## config.mk

```make
export PLATFORM = sky130hd
export DESIGN_NAME = seq_det_mealy_param
export DESIGN_NICKNAME = d
export VERILOG_FILES = /design/src/rtl/seq_det_pkg.sv /design/src/rtl/seq_det_sat_counter.sv /design/src/rtl/seq_det_mealy_param.sv
export SDC_FILE = /design/constraint.sdc
export NUM_CORES = 1
export LEC_CHECK = 0
export ABC_AREA = 1
export ABC_CLOCK_PERIOD_IN_PS = 1300
export BUFFER_PORTS_ARGS = -buffer_cell sky130_fd_sc_hd__buf_2
export CAP_MARGIN = 20
export CORE_AREA = 5 5 42 44
export CTS_BUF_LIST = sky130_fd_sc_hd__clkbuf_8
export DETAILED_ROUTE_END_ITERATION = 8
export DIE_AREA = 0 0 47 49
export PLACE_DENSITY = 0.42
export SETUP_SLACK_MARGIN = 0.2
export SLEW_MARGIN = 20
export SYNTH_ARGS = -nofsm -noshare
export SYNTH_HDL_FRONTEND = slang
export SYNTH_HIERARCHICAL = 1
export SYNTH_SLANG_ARGS = --single-unit
```

## constraint.sdc

```tcl
create_clock -name clk -period 1.3 [get_ports clk]
set_input_delay 0.26 -clock clk [delete_from_list [all_inputs] [get_ports clk]]
set_output_delay 0.26 -clock clk [all_outputs]
set_load 0.005 [all_outputs]
```

## src/rtl/seq_det_pkg.sv

```systemverilog
// Elaboration-time helpers for the parametrised Mealy sequence detector:
// clog2, prefix-function transition lookup and overlap restart state.
package seq_det_pkg;

  function automatic int unsigned clog2(input int unsigned v);
    int unsigned r;
    r = 0;
    while ((32'd1 << r) < v) r++;
    return r;
  endfunction

  // Bit i of the pattern as seen on the stream (i = 0 is the first bit sent).
  function automatic logic pat_bit(input logic [15:0] pattern, input int unsigned len,
                                   input int unsigned i);
    return pattern[len-1-i];
  endfunction

  // Longest j <= k+1 where the tail of (first k pattern bits, b) equals the pattern head.
  function automatic int unsigned next_state(input logic [15:0] pattern, input int unsigned len,
                                             input int unsigned k, input logic b);
    int unsigned best;
    logic        ok;
    logic        sb;
    best = 0;
    for (int unsigned j = 1; j <= k + 1; j++) begin
      if (j <= len) begin
        ok = 1'b1;
        for (int unsigned t = 0; t < j; t++) begin
          sb = ((k + 1 - j + t) == k) ? b : pat_bit(pattern, len, k + 1 - j + t);
          if (sb != pat_bit(pattern, len, t)) ok = 1'b0;
        end
        if (ok) best = j;
      end
    end
    return best;
  endfunction

  function automatic int unsigned overlap_restart(input logic [15:0] pattern,
                                                  input int unsigned len);
    int unsigned best;
    logic        ok;
    best = 0;
    for (int unsigned j = 1; j < len; j++) begin
      ok = 1'b1;
      for (int unsigned t = 0; t < j; t++) begin
        if (pat_bit(pattern, len, t) != pat_bit(pattern, len, len - j + t)) ok = 1'b0;
      end
      if (ok) best = j;
    end
    return best;
  endfunction

endpackage

```

## src/rtl/seq_det_sat_counter.sv

```systemverilog
// Saturating up-counter with synchronous active-high clear.
module seq_det_sat_counter #(
  parameter int unsigned W = 8
) (
  input  logic         clk,
  input  logic         rst,
  input  logic         i_inc,
  output logic [W-1:0] o_cnt
);

  logic [W-1:0] r_cnt;

  always_ff @(posedge clk) begin
    if (rst) begin
      r_cnt <= '0;
    end else if (i_inc && (r_cnt != '1)) begin
      r_cnt <= r_cnt + 1'b1;
    end
  end

  assign o_cnt = r_cnt;

endmodule

```

## src/rtl/seq_det_mealy_param.sv

```systemverilog
// Parametrised Mealy serial sequence detector with registered match pulse.
// Optional saturating match counter enabled by SEQ_DET_MATCH_CNT_EN.
module seq_det_mealy_param
  import seq_det_pkg::*;
#(
  parameter int unsigned          PAT_LEN = 5,
  parameter logic [PAT_LEN-1:0]   PATTERN = 5'b11011,
  parameter int unsigned          OVERLAP = 1,
  parameter int unsigned          CNT_W   = 8
) (
  input  logic             clk,
  input  logic             rst,
  input  logic             in,
  input  logic             in_valid,
`ifdef SEQ_DET_MATCH_CNT_EN
  output logic             out,
  output logic [CNT_W-1:0] match_cnt
`else
  output logic             out
`endif
);

  localparam int unsigned ST_W    = clog2(PAT_LEN);
  localparam logic [15:0] PAT16   = 16'(PATTERN);
  localparam int unsigned RESTART = (OVERLAP != 0) ? overlap_restart(PAT16, PAT_LEN) : 0;

  logic [ST_W-1:0] r_state;
  logic            r_out;
  logic [ST_W-1:0] w_next;
  logic            w_hit;
  logic [ST_W-1:0] w_ns0  [PAT_LEN];
  logic [ST_W-1:0] w_ns1  [PAT_LEN];
  logic            w_hit0 [PAT_LEN];
  logic            w_hit1 [PAT_LEN];

  // Transition table is fully constant; only the lookup remains in hardware.
  for (genvar gk = 0; gk < PAT_LEN; gk++) begin : g_tab
    localparam int unsigned J0 = next_state(PAT16, PAT_LEN, gk, 1'b0);
    localparam int unsigned J1 = next_state(PAT16, PAT_LEN, gk, 1'b1);
    assign w_ns0[gk]  = (J0 == PAT_LEN) ? ST_W'(RESTART) : ST_W'(J0);
    assign w_ns1[gk]  = (J1 == PAT_LEN) ? ST_W'(RESTART) : ST_W'(J1);
    assign w_hit0[gk] = (J0 == PAT_LEN);
    assign w_hit1[gk] = (J1 == PAT_LEN);
  end

  always_comb begin
    w_next = r_state;
    w_hit  = 1'b0;
    if (in_valid) begin
      if (32'(r_state) < PAT_LEN) begin
        w_next = in ? w_ns1[r_state]  : w_ns0[r_state];
        w_hit  = in ? w_hit1[r_state] : w_hit0[r_state];
      end else begin
        w_next = '0;
      end
    end
  end

  always_ff @(posedge clk) begin
    if (rst) begin
      r_state <= '0;
      r_out   <= 1'b0;
    end else begin
      r_state <= w_next;
      r_out   <= w_hit;
    end
  end

  assign out = r_out;

`ifdef SEQ_DET_MATCH_CNT_EN
  seq_det_sat_counter #(
    .W (CNT_W)
  ) u_cnt (
    .clk   (clk),
    .rst   (rst),
    .i_inc (w_hit),
    .o_cnt (match_cnt)
  );
`endif

endmodule

```

==> results.yml <==
run_status:
  status: "finished clean"
yosys:
  synth_seq_area_share_pct: 33.7
  synth-seq-cells: 4
  syn_area_per_cell_um2: 7.67
  synthesis.area_um2: 238
  yosys_warnings: 6
  synth_fp_nets: 38
  syn-instance-count: 31
  synth_cell_types: 13
sta:
  rsz0062_at_grt: "true"
  slew_viol_final: 0
  hold_viol_final: 0
  clock.fmax_mhz: 963
  fin_crit_sh_pct: 79.8
  finalSetupViolations: 0
  relSlewSlack_pct: 88.1
  setup_tns_ns: 0
  fin_skew_ns: 0.00219
  period_needed_ns: 1.04
  setup_slack_ns: 0.262
  worstMarginPinSlew_ns: 0.177
cells_and_area:
  nNetsFinal: 49
  design_area_um2: 363
  antenna_cells: 0
  most-common-layout-cells: "4 x inv_1, 4 x nand2_1, 4 x buf_2"
  area_growth_syn_to_layout_pct: 52.6
  drive_gt1_share_pct: 57.5
grt:
  grt_util_met1_pct: 6.58
  antenna_found_initial: 0
  busiest_layer: "met1"
  grtUsageMet2_pct: 5.88
  grt_pass1_wl_um: 848
  grt_pass1_vias: 221
  grt_max_degree: 6
  grt.total_usage_pct: 5.70
  overflow: 0
  grt_use_met3_pct: 5.90
clock_tree:
  cts_tree: "yes"
  cts_hold_buf: 0
  clockBufferDepth: 2
  cts_buffers: 3
  insertion_delay_ns: 0.22
  cts.clk_slew.worst_paths_ns: 0.03
  ctsRootBufferMaster: "clkbuf_8"
  htreeDepth: 1
  numClockSinks: 4
worst_setup_path:
  cp_max_fo: 2
  r2r_slack_ns: 0.26
  r2r_cells: 6
  arrival_ns: 1.15
  r2r_start: "r_state[0]"
  r2r_end: "r_state[1]"
  start_kind: "flip-flop"
  cp.required_ns: 1.41
  endpoint_kind: "flip-flop"
  worstSetupPathType: "reg -> reg"
power:
  switching_share_pct: 21.1
  p_switching_uw: 93.2
  powerDensity_nw_per_um2: 1220
  p_int_uw: 349
  power_frac_seq_pct: 29.5
  ir_drop_v: 0.000518
  p_comb_share_pct: 11.8
  p_clk_share_pct: 58.6
  p_leak_uw: 0.000163
die:
  initial_core_util_pct: 17.0
  die_area_um2: 2300
  fp.dieW_um: 47
  num_rows: 14
  die_h_um: 49
  coreArea_um2: 1400
  ios: 5
detailed_routing:
  first_pass_iters: 3
  ant_nets: 0
  drt-total-wl_um: 543
  first_iter_violations: 6
  wl_per_cell_um: 9.70
  route.detailed.drc: 0
  viasPerCell: 4.14
  vias: 232
place:
  numPortBuffers: 4
  dpl_cell_area_um2: 287
  dp_hpwl_um: 379
  pre_cts_ws_ns: 0.151
  gp_congestion: 0.689
hold_path:
  worstHoldStart: "rst"
  min_to: "r_state[1]"
  hold_class: "in -> reg"
  hold_path_depth: 2
flow_run:
  drv_cap: 0
## synthesized netlist by cell type
master / n / area share (%)
nand2_1: 5 / 7.9
inv_2: 2 / 3.2
o21ai_0: 1 / 2.1
nor4_2: 1 / 5.3
a21oi_2: 1 / 3.7
nor2_2: 2 / 5.3
a21oi_1: 1 / 2.1
nand3_1: 4 / 8.4
inv_1: 5 / 7.9
o211ai_1: 1 / 3.2
nor2_1: 1 / 1.6
dfxtp_1: 4 / 34
ha_1: 3 / 16
## critical path, stage by stage (launching register included)
cell and delay, ns:
dfxtp_2 0.31, inv_1 0.10, ha_4 0.21, o21ai_2 0.13, nand2_1 0.08, nand2_2 0.06, a21oi_2 0.05
## cell families (layout without fill, tap and decap cells)
kind of cell	count (synthesis)	count (layout)	share of synthesized area, %
adders and majority gates	3	3	15.8
AOI/OAI and AO/OA	4	4	11.1
DFF	4	4	33.7
buffers and inverters	7	16	11.1
and+or+nand+nor	13	13	28.4
## registers in the layout, summed over array words and instances, names as in the netlist
register  cells
r_state       3
out           1
## cell type report
type / count / area, µm²
Tap cell: 16 / 20.0
Sequential cell: 4 / 82.6
Clock buffer: 3 / 41.3
Fill cell: 156 / 1040
Inverter: 7 / 26.3
Multi-Input combinational cell: 20 / 158
Timing Repair Buffer: 6 / 35.0
## layer usage
layer | wire length [µm] | up-vias
met4 | 11 | 0
met2 | 253 | 7
met1 | 231 | 107
li1 | - | 116
met5 | 0 | -
met3 | 46 | 2
## worst max-delay path by stage
| stage | from | slack (ns) | end | depth (start not counted) |
|---|---|---|---|---|
| 2_1_floorplan | r_state[1] | 0.21 | r_state[1] | 6 |
| 3_3_place_gp | r_state[0] | 0.13 | r_state[1] | 6 |
| 3_5_place_dp | r_state[0] | 0.15 | r_state[1] | 6 |
| 4_1_cts | r_state[0] | 0.24 | r_state[1] | 6 |
| 5_1_grt | r_state[0] | 0.18 | r_state[1] | 6 |
| 6_report | r_state[0] | 0.26 | r_state[1] | 6 |
## stage by stage
stage / hold WS [ns] / utilization [%] / cells / power [µW]
floorplan: 0.322 / - / 31 / 155
global placement: 0.462 / 20.4 / 52 / 171
detailed placement: 0.463 / 20.4 / 52 / 171
CTS: 0.235 / 23.9 / 56 / 439
global route: 0.228 / 25.9 / 56 / 475
finish: 0.230 / 25.9 / 56 / 442
## power groups by stage
stage / clock network, µW / registers [µW] / logic [µW]
after global routing: 283 / 131 / 61.5
after detailed placement: 0 / 134 / 37.1
after floorplan: 0 / 134 / 21.6
final: 259 / 131 / 52.4
after global placement: 0 / 133 / 37.6
after CTS: 265 / 130 / 43.1
## timing repair
item	4_1_cts	5_1_grt
pin swaps	0	5
setup buffers	1	0
resized for setup	1	7
setup endpoints to repair	1	2
Power figures use the tool's default switching activity.
